===== config.mk =====
export PLATFORM = sky130hd
export DESIGN_NAME = imu_spi_responder
export DESIGN_NICKNAME = d
export VERILOG_FILES = /design/src/rtl/imu_pkg.sv /design/src/rtl/imu_resp_regs.sv /design/src/rtl/imu_spi_responder.sv
export SDC_FILE = /design/constraint.sdc
export NUM_CORES = 1
export LEC_CHECK = 0
export CAP_MARGIN = 5
export CORE_ASPECT_RATIO = 0.6
export CORE_MARGIN = 2
export CORE_UTILIZATION = 54
export CTS_CLUSTER_SIZE = 16
export DETAILED_ROUTE_END_ITERATION = 6
export PLACE_DENSITY = 0.77
export SLEW_MARGIN = 20
export SYNTH_ARGS = -nofsm -noshare
export SYNTH_HDL_FRONTEND = slang
export SYNTH_SLANG_ARGS = --single-unit

===== constraint.sdc =====
create_clock -name clk_i -period 2.91 [get_ports clk_i]
set_input_delay 0.291 -clock clk_i [delete_from_list [all_inputs] [get_ports clk_i]]
set_output_delay 0.291 -clock clk_i [all_outputs]
set_load 0.03 [all_outputs]

===== src/rtl/imu_pkg.sv =====
// Shared types and constants for the IMU SPI responder.
//   data_t        : parallel sample {pitch, roll, yaw, x, y, z}, 16 bits each, pitch in the MSBs.
//   ADDR_*        : register addresses (7-bit).
//   resp_state_e  : responder frame FSM states.
//   out_byte()    : picks one little-endian output byte (0 = pitch[7:0] ... 11 = z[15:8]).
// Optional build macro: IMU_RESP_AUTOINC_EN (changes the CTRL3_C reset value).
package imu_pkg;

  typedef struct packed {
    logic [15:0] pitch;
    logic [15:0] roll;
    logic [15:0] yaw;
    logic [15:0] x;
    logic [15:0] y;
    logic [15:0] z;
  } data_t;

  localparam logic [6:0] ADDR_WHO_AM_I  = 7'h0F;
  localparam logic [6:0] ADDR_CTRL1_XL  = 7'h10;
  localparam logic [6:0] ADDR_CTRL2_G   = 7'h11;
  localparam logic [6:0] ADDR_CTRL3_C   = 7'h12;
  localparam logic [6:0] ADDR_CTRL4_C   = 7'h13;
  localparam logic [6:0] ADDR_CTRL9_XL  = 7'h18;
  localparam logic [6:0] ADDR_STATUS    = 7'h1E;
  localparam logic [6:0] ADDR_OUTX_L_G  = 7'h22;
  localparam logic [6:0] ADDR_OUTZ_H_XL = 7'h2D;

  localparam logic [7:0] CTRL9_XL_RST = 8'hE0;
`ifdef IMU_RESP_AUTOINC_EN
  localparam logic [7:0] CTRL3_C_RST  = 8'h04;
`else
  localparam logic [7:0] CTRL3_C_RST  = 8'h00;
`endif

  typedef enum logic [1:0] {
    StWaitCs,
    StIdle,
    StAddr,
    StData
  } resp_state_e;

  function automatic logic [7:0] out_byte(data_t d, logic [3:0] idx);
    logic [15:0] w;
    case (idx[3:1])
      3'd0:    w = d.pitch;
      3'd1:    w = d.roll;
      3'd2:    w = d.yaw;
      3'd3:    w = d.x;
      3'd4:    w = d.y;
      default: w = d.z;
    endcase
    return idx[0] ? w[15:8] : w[7:0];
  endfunction

endpackage


===== src/rtl/imu_resp_regs.sv =====
// Register file of the IMU SPI responder: control registers, read mux, output bytes,
// pending-sample buffer and STATUS (GDA/XLDA) flags.
// Ports:
//   addr_i / wr_req_i / wr_data_i : frame address and write request (committed if writable)
//   rd_data_o                     : read mux output for addr_i
//   status_clr_i                  : completed read of STATUS, clears GDA/XLDA
//   cs_high_i / cs_rise_i         : synchronized chip-select level and rising edge
//   sample_i / sample_valid_i     : parallel sample input
//   ctrl*_o                       : control register contents
//   autoinc_en_o                  : address auto-increment enable (CTRL3_C bit 2)
//   wr_strobe_o                   : one-cycle pulse per committed write
// Optional build macro: IMU_RESP_AUTOINC_EN.
module imu_resp_regs
  import imu_pkg::*;
#(
  parameter logic [7:0] WHO_AM_I_VAL = 8'h69
) (
  input  logic       clk_i,
  input  logic       rst_ni,
  input  logic [6:0] addr_i,
  input  logic       wr_req_i,
  input  logic [7:0] wr_data_i,
  output logic [7:0] rd_data_o,
  input  logic       status_clr_i,
  input  logic       cs_high_i,
  input  logic       cs_rise_i,
  input  data_t      sample_i,
  input  logic       sample_valid_i,
  output logic [7:0] ctrl1_xl_o,
  output logic [7:0] ctrl2_g_o,
  output logic [7:0] ctrl4_c_o,
  output logic [7:0] ctrl9_xl_o,
  output logic       autoinc_en_o,
  output logic       wr_strobe_o
);

  logic [7:0] ctrl1_q, ctrl2_q, ctrl3_q, ctrl4_q, ctrl9_q;
  logic [7:0] ctrl1_d, ctrl2_d, ctrl3_d, ctrl4_d, ctrl9_d;
  data_t      out_q, out_d, pend_q, pend_d;
  logic       pend_vld_q, pend_vld_d;
  logic       gda_q, gda_d, xlda_q, xlda_d;
  logic       wr_strobe_q, wr_strobe_d;

  logic       load_direct, load_pend;
  logic [3:0] out_idx;

  // Samples are deferred while CS is low so a frame never sees a torn multi-byte value.
  assign load_direct = sample_valid_i & cs_high_i;
  assign load_pend   = cs_rise_i & pend_vld_q & ~load_direct;
  assign out_idx     = addr_i[3:0] - 4'd2;

  always_comb begin
    ctrl1_d     = ctrl1_q;
    ctrl2_d     = ctrl2_q;
    ctrl3_d     = ctrl3_q;
    ctrl4_d     = ctrl4_q;
    ctrl9_d     = ctrl9_q;
    wr_strobe_d = 1'b0;
    if (wr_req_i) begin
      wr_strobe_d = 1'b1;
      case (addr_i)
        ADDR_CTRL1_XL: ctrl1_d = wr_data_i;
        ADDR_CTRL2_G:  ctrl2_d = wr_data_i;
        ADDR_CTRL3_C:  ctrl3_d = wr_data_i;
        ADDR_CTRL4_C:  ctrl4_d = wr_data_i;
        ADDR_CTRL9_XL: ctrl9_d = wr_data_i;
        default:       wr_strobe_d = 1'b0;
      endcase
    end
  end

  always_comb begin
    out_d      = out_q;
    pend_d     = pend_q;
    pend_vld_d = pend_vld_q;
    gda_d      = gda_q;
    xlda_d     = xlda_q;
    if (sample_valid_i && !cs_high_i) begin
      pend_d     = sample_i;
      pend_vld_d = 1'b1;
    end else if (load_direct || load_pend) begin
      pend_vld_d = 1'b0;
    end
    if (load_direct) begin
      out_d = sample_i;
    end else if (load_pend) begin
      out_d = pend_q;
    end
    // A load in the same cycle as a STATUS clear keeps the flags set.
    if (load_direct || load_pend) begin
      gda_d  = 1'b1;
      xlda_d = 1'b1;
    end else if (status_clr_i) begin
      gda_d  = 1'b0;
      xlda_d = 1'b0;
    end
  end

  always_ff @(posedge clk_i or negedge rst_ni) begin
    if (!rst_ni) begin
      ctrl1_q     <= 8'h00;
      ctrl2_q     <= 8'h00;
      ctrl3_q     <= CTRL3_C_RST;
      ctrl4_q     <= 8'h00;
      ctrl9_q     <= CTRL9_XL_RST;
      out_q       <= '0;
      pend_q      <= '0;
      pend_vld_q  <= 1'b0;
      gda_q       <= 1'b0;
      xlda_q      <= 1'b0;
      wr_strobe_q <= 1'b0;
    end else begin
      ctrl1_q     <= ctrl1_d;
      ctrl2_q     <= ctrl2_d;
      ctrl3_q     <= ctrl3_d;
      ctrl4_q     <= ctrl4_d;
      ctrl9_q     <= ctrl9_d;
      out_q       <= out_d;
      pend_q      <= pend_d;
      pend_vld_q  <= pend_vld_d;
      gda_q       <= gda_d;
      xlda_q      <= xlda_d;
      wr_strobe_q <= wr_strobe_d;
    end
  end

  always_comb begin
    rd_data_o = 8'h00;
    if (addr_i >= ADDR_OUTX_L_G && addr_i <= ADDR_OUTZ_H_XL) begin
      rd_data_o = out_byte(out_q, out_idx);
    end else begin
      case (addr_i)
        ADDR_WHO_AM_I: rd_data_o = WHO_AM_I_VAL;
        ADDR_CTRL1_XL: rd_data_o = ctrl1_q;
        ADDR_CTRL2_G:  rd_data_o = ctrl2_q;
        ADDR_CTRL3_C:  rd_data_o = ctrl3_q;
        ADDR_CTRL4_C:  rd_data_o = ctrl4_q;
        ADDR_CTRL9_XL: rd_data_o = ctrl9_q;
        ADDR_STATUS:   rd_data_o = {6'b0, gda_q, xlda_q};
        default:       rd_data_o = 8'h00;
      endcase
    end
  end

  assign ctrl1_xl_o  = ctrl1_q;
  assign ctrl2_g_o   = ctrl2_q;
  assign ctrl4_c_o   = ctrl4_q;
  assign ctrl9_xl_o  = ctrl9_q;
  assign wr_strobe_o = wr_strobe_q;
`ifdef IMU_RESP_AUTOINC_EN
  assign autoinc_en_o = ctrl3_q[2];
`else
  assign autoinc_en_o = 1'b0;
`endif

endmodule


===== src/rtl/imu_spi_responder.sv =====
// SPI responder emulating a 6-axis IMU (mode 3, MSB first, 16-bit frame: RW, addr[6:0], data).
// Ports:
//   clk_i, rst_ni (async active-low)   : system clock (>= 8x SPC) and reset
//   spc_i, cs_i, sdi_i / sdo_o         : SPI pins (asynchronous to clk_i)
//   sample_i, sample_valid_i           : parallel sample load
//   ctrl1_xl_o, ctrl2_g_o, ctrl4_c_o, ctrl9_xl_o : control registers
//   wr_strobe_o                        : pulse per committed write
//   frame_error_o                      : pulse when CS rises before a frame completes
// Optional build macro: IMU_RESP_AUTOINC_EN (streaming with address auto-increment).
module imu_spi_responder
  import imu_pkg::*;
#(
  parameter logic [7:0]  WHO_AM_I_VAL = 8'h69,
  parameter int unsigned SYNC_STAGES  = 2  // minimum 2
) (
  input  logic       clk_i,
  input  logic       rst_ni,
  input  logic       spc_i,
  input  logic       cs_i,
  input  logic       sdi_i,
  output logic       sdo_o,
  input  data_t      sample_i,
  input  logic       sample_valid_i,
  output logic [7:0] ctrl1_xl_o,
  output logic [7:0] ctrl2_g_o,
  output logic [7:0] ctrl4_c_o,
  output logic [7:0] ctrl9_xl_o,
  output logic       wr_strobe_o,
  output logic       frame_error_o
);

  logic [SYNC_STAGES-1:0] spc_sync_q, cs_sync_q, sdi_sync_q;
  logic spc_prev_q, cs_prev_q;
  logic spc_s, cs_s, sdi_s;
  logic spc_rise, spc_fall, cs_rise;

  resp_state_e state_q, state_d;
  logic [3:0]  bit_cnt_q, bit_cnt_d;
  logic [6:0]  shift_q, shift_d;
  logic        rw_q, rw_d;
  logic [6:0]  addr_q, addr_d;
  logic        load_tx_q, load_tx_d;
  logic        streamed_q, streamed_d;
  logic        frame_err_q, frame_err_d;
  logic [7:0]  tx_q;
  logic        sdo_q;

  logic        wr_req, status_clr, autoinc_en;
  logic [7:0]  rd_data, wr_data;

  assign spc_s    = spc_sync_q[SYNC_STAGES-1];
  assign cs_s     = cs_sync_q[SYNC_STAGES-1];
  assign sdi_s    = sdi_sync_q[SYNC_STAGES-1];
  assign spc_rise = spc_s & ~spc_prev_q;
  assign spc_fall = ~spc_s & spc_prev_q;
  assign cs_rise  = cs_s & ~cs_prev_q;
  assign wr_data  = {shift_q, sdi_s};

  // CS synchronizer resets low so a CS held low across reset is never mistaken for a new frame.
  always_ff @(posedge clk_i or negedge rst_ni) begin
    if (!rst_ni) begin
      spc_sync_q <= '1;
      cs_sync_q  <= '0;
      sdi_sync_q <= '0;
      spc_prev_q <= 1'b1;
      cs_prev_q  <= 1'b0;
    end else begin
      spc_sync_q <= {spc_sync_q[SYNC_STAGES-2:0], spc_i};
      cs_sync_q  <= {cs_sync_q[SYNC_STAGES-2:0], cs_i};
      sdi_sync_q <= {sdi_sync_q[SYNC_STAGES-2:0], sdi_i};
      spc_prev_q <= spc_s;
      cs_prev_q  <= cs_s;
    end
  end

  always_comb begin
    state_d     = state_q;
    bit_cnt_d   = bit_cnt_q;
    shift_d     = shift_q;
    rw_d        = rw_q;
    addr_d      = addr_q;
    load_tx_d   = 1'b0;
    streamed_d  = streamed_q;
    frame_err_d = 1'b0;
    wr_req      = 1'b0;
    status_clr  = 1'b0;
    unique case (state_q)
      StWaitCs: if (cs_s) state_d = StIdle;
      StIdle: begin
        if (!cs_s) begin
          state_d    = StAddr;
          bit_cnt_d  = 4'd0;
          streamed_d = 1'b0;
        end
      end
      StAddr: begin
        if (cs_s) begin
          state_d     = StIdle;
          frame_err_d = 1'b1;
        end else if (spc_rise) begin
          shift_d   = {shift_q[5:0], sdi_s};
          bit_cnt_d = bit_cnt_q + 4'd1;
          if (bit_cnt_q == 4'd7) begin
            rw_d      = shift_q[6];
            addr_d    = {shift_q[5:0], sdi_s};
            load_tx_d = 1'b1;
            state_d   = StData;
          end
        end
      end
      StData: begin
        if (cs_s) begin
          // Ending a stream after at least one whole data byte is a clean stop.
          state_d     = StIdle;
          frame_err_d = ~streamed_q;
        end else if (spc_rise) begin
          shift_d   = {shift_q[5:0], sdi_s};
          bit_cnt_d = bit_cnt_q + 4'd1;
          if (bit_cnt_q == 4'd15) begin
            wr_req     = ~rw_q;
            status_clr = rw_q && (addr_q == ADDR_STATUS);
            if (autoinc_en) begin
              bit_cnt_d  = 4'd8;
              addr_d     = addr_q + 7'd1;
              load_tx_d  = 1'b1;
              streamed_d = 1'b1;
            end else begin
              state_d = StWaitCs;
            end
          end
        end
      end
      default: state_d = StWaitCs;
    endcase
  end

  always_ff @(posedge clk_i or negedge rst_ni) begin
    if (!rst_ni) begin
      state_q     <= StWaitCs;
      bit_cnt_q   <= 4'd0;
      shift_q     <= '0;
      rw_q        <= 1'b0;
      addr_q      <= '0;
      load_tx_q   <= 1'b0;
      streamed_q  <= 1'b0;
      frame_err_q <= 1'b0;
      tx_q        <= '0;
      sdo_q       <= 1'b1;
    end else begin
      state_q     <= state_d;
      bit_cnt_q   <= bit_cnt_d;
      shift_q     <= shift_d;
      rw_q        <= rw_d;
      addr_q      <= addr_d;
      load_tx_q   <= load_tx_d;
      streamed_q  <= streamed_d;
      frame_err_q <= frame_err_d;
      // The byte is captured one cycle after the address settles; the first SPC fall of the
      // data phase comes several clocks later.
      if (load_tx_q) begin
        tx_q <= rd_data;
      end else if (state_q == StData && rw_q && spc_fall) begin
        tx_q <= {tx_q[6:0], 1'b0};
      end
      if (state_q == StData && rw_q) begin
        if (spc_fall) sdo_q <= tx_q[7];
      end else begin
        sdo_q <= 1'b1;
      end
    end
  end

  assign sdo_o         = sdo_q;
  assign frame_error_o = frame_err_q;

  imu_resp_regs #(
    .WHO_AM_I_VAL (WHO_AM_I_VAL)
  ) u_regs (
    .clk_i          (clk_i),
    .rst_ni         (rst_ni),
    .addr_i         (addr_q),
    .wr_req_i       (wr_req),
    .wr_data_i      (wr_data),
    .rd_data_o      (rd_data),
    .status_clr_i   (status_clr),
    .cs_high_i      (cs_s),
    .cs_rise_i      (cs_rise),
    .sample_i       (sample_i),
    .sample_valid_i (sample_valid_i),
    .ctrl1_xl_o     (ctrl1_xl_o),
    .ctrl2_g_o      (ctrl2_g_o),
    .ctrl4_c_o      (ctrl4_c_o),
    .ctrl9_xl_o     (ctrl9_xl_o),
    .autoinc_en_o   (autoinc_en),
    .wr_strobe_o    (wr_strobe_o)
  );

endmodule


==> impl_metrics.toml <==
[logic_synthesis]
synth.most_common_cell = "dfrtp_1"
synth_flop_cell = "dfrtp_1"
synth.area.mux_share_pct = 23.1
synth_nets = 1146
ys_warn_count = 0
synth_top_family_by_area = "multiplexers"
avgSynthCellArea_um2 = 12.0
synth_area_leaders = "dfrtp_1 (54%), mux2_2 (15%), mux2i_1 (8.3%)"
synth_common_cells = "dfrtp_1 (268), mux2_2 (163), o21ai_0 (115)"
syn-cell-area_um2 = 12500
yosysUniqueCellTypes = 66
synthArstFlopShare_pct = 100
synth-simple-area-share_pct = 7.84
synth_seq_cells = 275
synthXorXnorAreaFrac_pct = 0.140
synth_edf_count = 0
synth_compound_area_share_pct = 11.0
synth.top_cell.area_share_pct = 53.8
syn_inst = 1043
seq_area_frac_synth_pct = 55.2
yosys.area.top_type = "dfrtp_1"
synth_fa_ha_area_share_pct = 0.100

[route]
dr_wl_met3_um = 2630
ant_nets = 0
wl_met1_um = 16000
route.detailed.drc = 0
finalWirelength_um = 31700
drt_iter0_markers = 803
dr.pass1.iters = 5
vias = 8813
drt-vias-per-instance = 5.89
wl_met2_um = 12600
top_layer = "met4"
routedWlPerCell_um = 21.2

[power]
power_density_nw_per_um2 = 606
p_leak_nw = 6.82
ir_worst_vdd_uv = 381

[timing]
hold-worst-slack_ns = 0.173
worst_pin_slew_ns = 0.682
slew_headroom_pct = 54.2
clock_skew_ns = 0.0121
slew_viol_final = 0
finalSetupTns_ns = 0
setup_viol = 0
rsz0062_at_grt = "false"
finalHoldViolCount = 0
post-route-period-util_pct = 85.8
fmax_ghz = 0.400
worst_slack_ns = 0.413
period_needed_ns = 2.50

[setup_path]
r2r-end = "u_regs.ctrl2_g_o[4]"
crit_path_end_kind = "flop"
criticalPathCategory = "reg2reg"
crit_arrival_ns = 2.91
ff2ff_setup_slack_ns = 0.41
cp.buffers_inverters = 0
critical_path.startpoint_type = "flop"
rr_startpoint = "bit_cnt_q[0]"
cp_max_fo = 8
worstPathCellList = "ha_1 -> nand4b_1 -> or2_2 -> nor4_4 -> and2_1 -> mux2_2"
r2r_cells = 6
slowest_stage = "nor4_4"
critical_path.max_stage_delay_ns = 0.46
critical_path.top_delay_family = "simple AND/OR/NAND/NOR gates"
critical_path_cell_count = 6
worstPathRequired_ns = 3.32

[place]
place_ws_ns = 0.436
dpl.hpwl_um = 22500
numPortBuffers = 136
gp_congestion = 0.901

[floorplanning]
coreArea_um2 = 22900
die_h_um = 122
die_width_um = 200
placementRows = 43
io_pins = 137
start_util_pct = 54.5
die_area_um2 = 24400

[clock_tree]
path_clk_slew_ns = 0.07
cts_htree_levels = 1
clockRootBuffer = "clkbuf_16"
cts_tree = "built"
clockBufferDepth = 3
cts_buffers = 25
post_cts_buffers = 0
clkLatencyLatePin_ns = 0.53
cts.sinks = 275

[global_route]
gr-total-overflow = 0
grt_max_degree = 150
grt_pass1_vias = 8604
grt_pass1_wl_um = 49900
track_usage_pct = 26.6
antenna_found_initial = 0

[worst_hold_path]
min_to = "spc_sync_q[0]"
hp-class = "in2reg"
min-delay-start = "spc_i"
whs_path_depth = 1

[cells_and_area]
area_growth_pct = 21.1
final_nets = 1267
drive_gt1_share_pct = 22.3
seq_area_um2 = 6890
fillers = 1776
multi_input_area_um2 = 5280
diodes = 0

[run_status]
run_status = "finished, final reports clean"

[flow_run]
maxCapViolCount = 0
==> worst max-delay path by stage <==
stage	start	to	slack (ns)
after floorplan	bit_cnt_q[0]	u_regs.ctrl3_q[0]	0.80
after global placement	bit_cnt_q[0]	u_regs.ctrl3_q[7]	0.51
after detailed placement	bit_cnt_q[0]	u_regs.ctrl3_q[0]	0.44
after CTS	bit_cnt_q[0]	u_regs.ctrl2_g_o[4]	0.42
after global routing	bit_cnt_q[0]	u_regs.ctrl3_q[6]	0.25
final	bit_cnt_q[0]	u_regs.ctrl2_g_o[4]	0.41
==> area by class of cell <==
cell class / instances / share of cell area, %
Sequential cell: 275 / 45.6
Multi-Input combinational cell: 690 / 35.0
Timing Repair Buffer: 164 / 11.0
Clock buffer: 32 / 4.51
Tap cell: 315 / 2.61
Clock inverter: 13 / 1.07
Inverter: 8 / 0.199
==> cell families after synthesis <==
family | count (synthesis)
flops | 275
simple gates | 201
fa+ha+maj | 1
buf+inv | 78
mux | 267
xor+xnor | 2
compound gates | 219
==> report_power, final <==
| group | switching (mW) | total, mW | internal [mW] |
|---|---|---|---|
| registers | 0.374 | 4.69 | 4.31 |
| clock network | 1.46 | 3.40 | 1.94 |
| logic | 0.519 | 1.07 | 0.549 |
==> timing repair <==
item	4_1_cts	5_1_grt
resized for setup	0	0
hold buffers	1	0
hold endpoints to repair	81	0
==> cells in the final DEF (no fill, tap or decap), types with 5 or more instances in the layout <==
master	count
clkdlybuf4s50_1	135
inv_1	8
a211o_1	5
dfrtp_1	267
a221oi_1	7
buf_12	7
mux2_2	163
nand2_1	113
nor2_1	20
nor2b_1	8
a22oi_1	15
a21oi_1	22
clkbuf_16	25
nor3_1	8
o21ai_0	114
mux2i_1	104
a211oi_1	7
nand2b_1	10
buf_4	20
o221ai_1	5
dfstp_2	7
==> per-stage QoR <==
stage / power (mW) / area [µm²] / util, % / std cells
after floorplan: 5.23 / 12500 / - / 1043
after global placement: 5.75 / 14300 / 62.3 / 1451
after detailed placement: 5.81 / 14300 / 62.3 / 1451
after CTS: 9.22 / 15100 / 66.1 / 1497
after global routing: 9.54 / 15100 / 66.1 / 1497
final: 9.16 / 15100 / 66.1 / 1497
==> sequential cells by signal (all words and copies together) (netlist names), 2 cells and up <==
register           flops
tx_q                   8
u_regs.out_q          96
u_regs.ctrl2_g_o       8
spc_sync_q             2
addr_q                 7
u_regs.ctrl1_xl_o      8
shift_q                7
sdi_sync_q             2
u_regs.ctrl9_xl_o      8
u_regs.pend_q         96
u_regs.ctrl3_q         8
state_q                2
bit_cnt_q              4
u_regs.ctrl4_c_o       8
cs_sync_q              2
==> routing by layer <==
metal	vias up	global-route usage, %
met5	-	0
met4	0	4.52
met3	27	6.77
met2	305	35.2
met1	4473	43.6
li1	4008	-
==> worst register-to-register path, delay by kind of cell (launching register included) <==
| kind | cells | cell delay (ns) |
|---|---|---|
| fa+ha+maj | 1 | 0.21 |
| flops | 1 | 0.40 |
| simple gates | 4 | 1.37 |
| mux | 1 | 0.40 |
No activity file was read; power rests on OpenSTA's default activity.
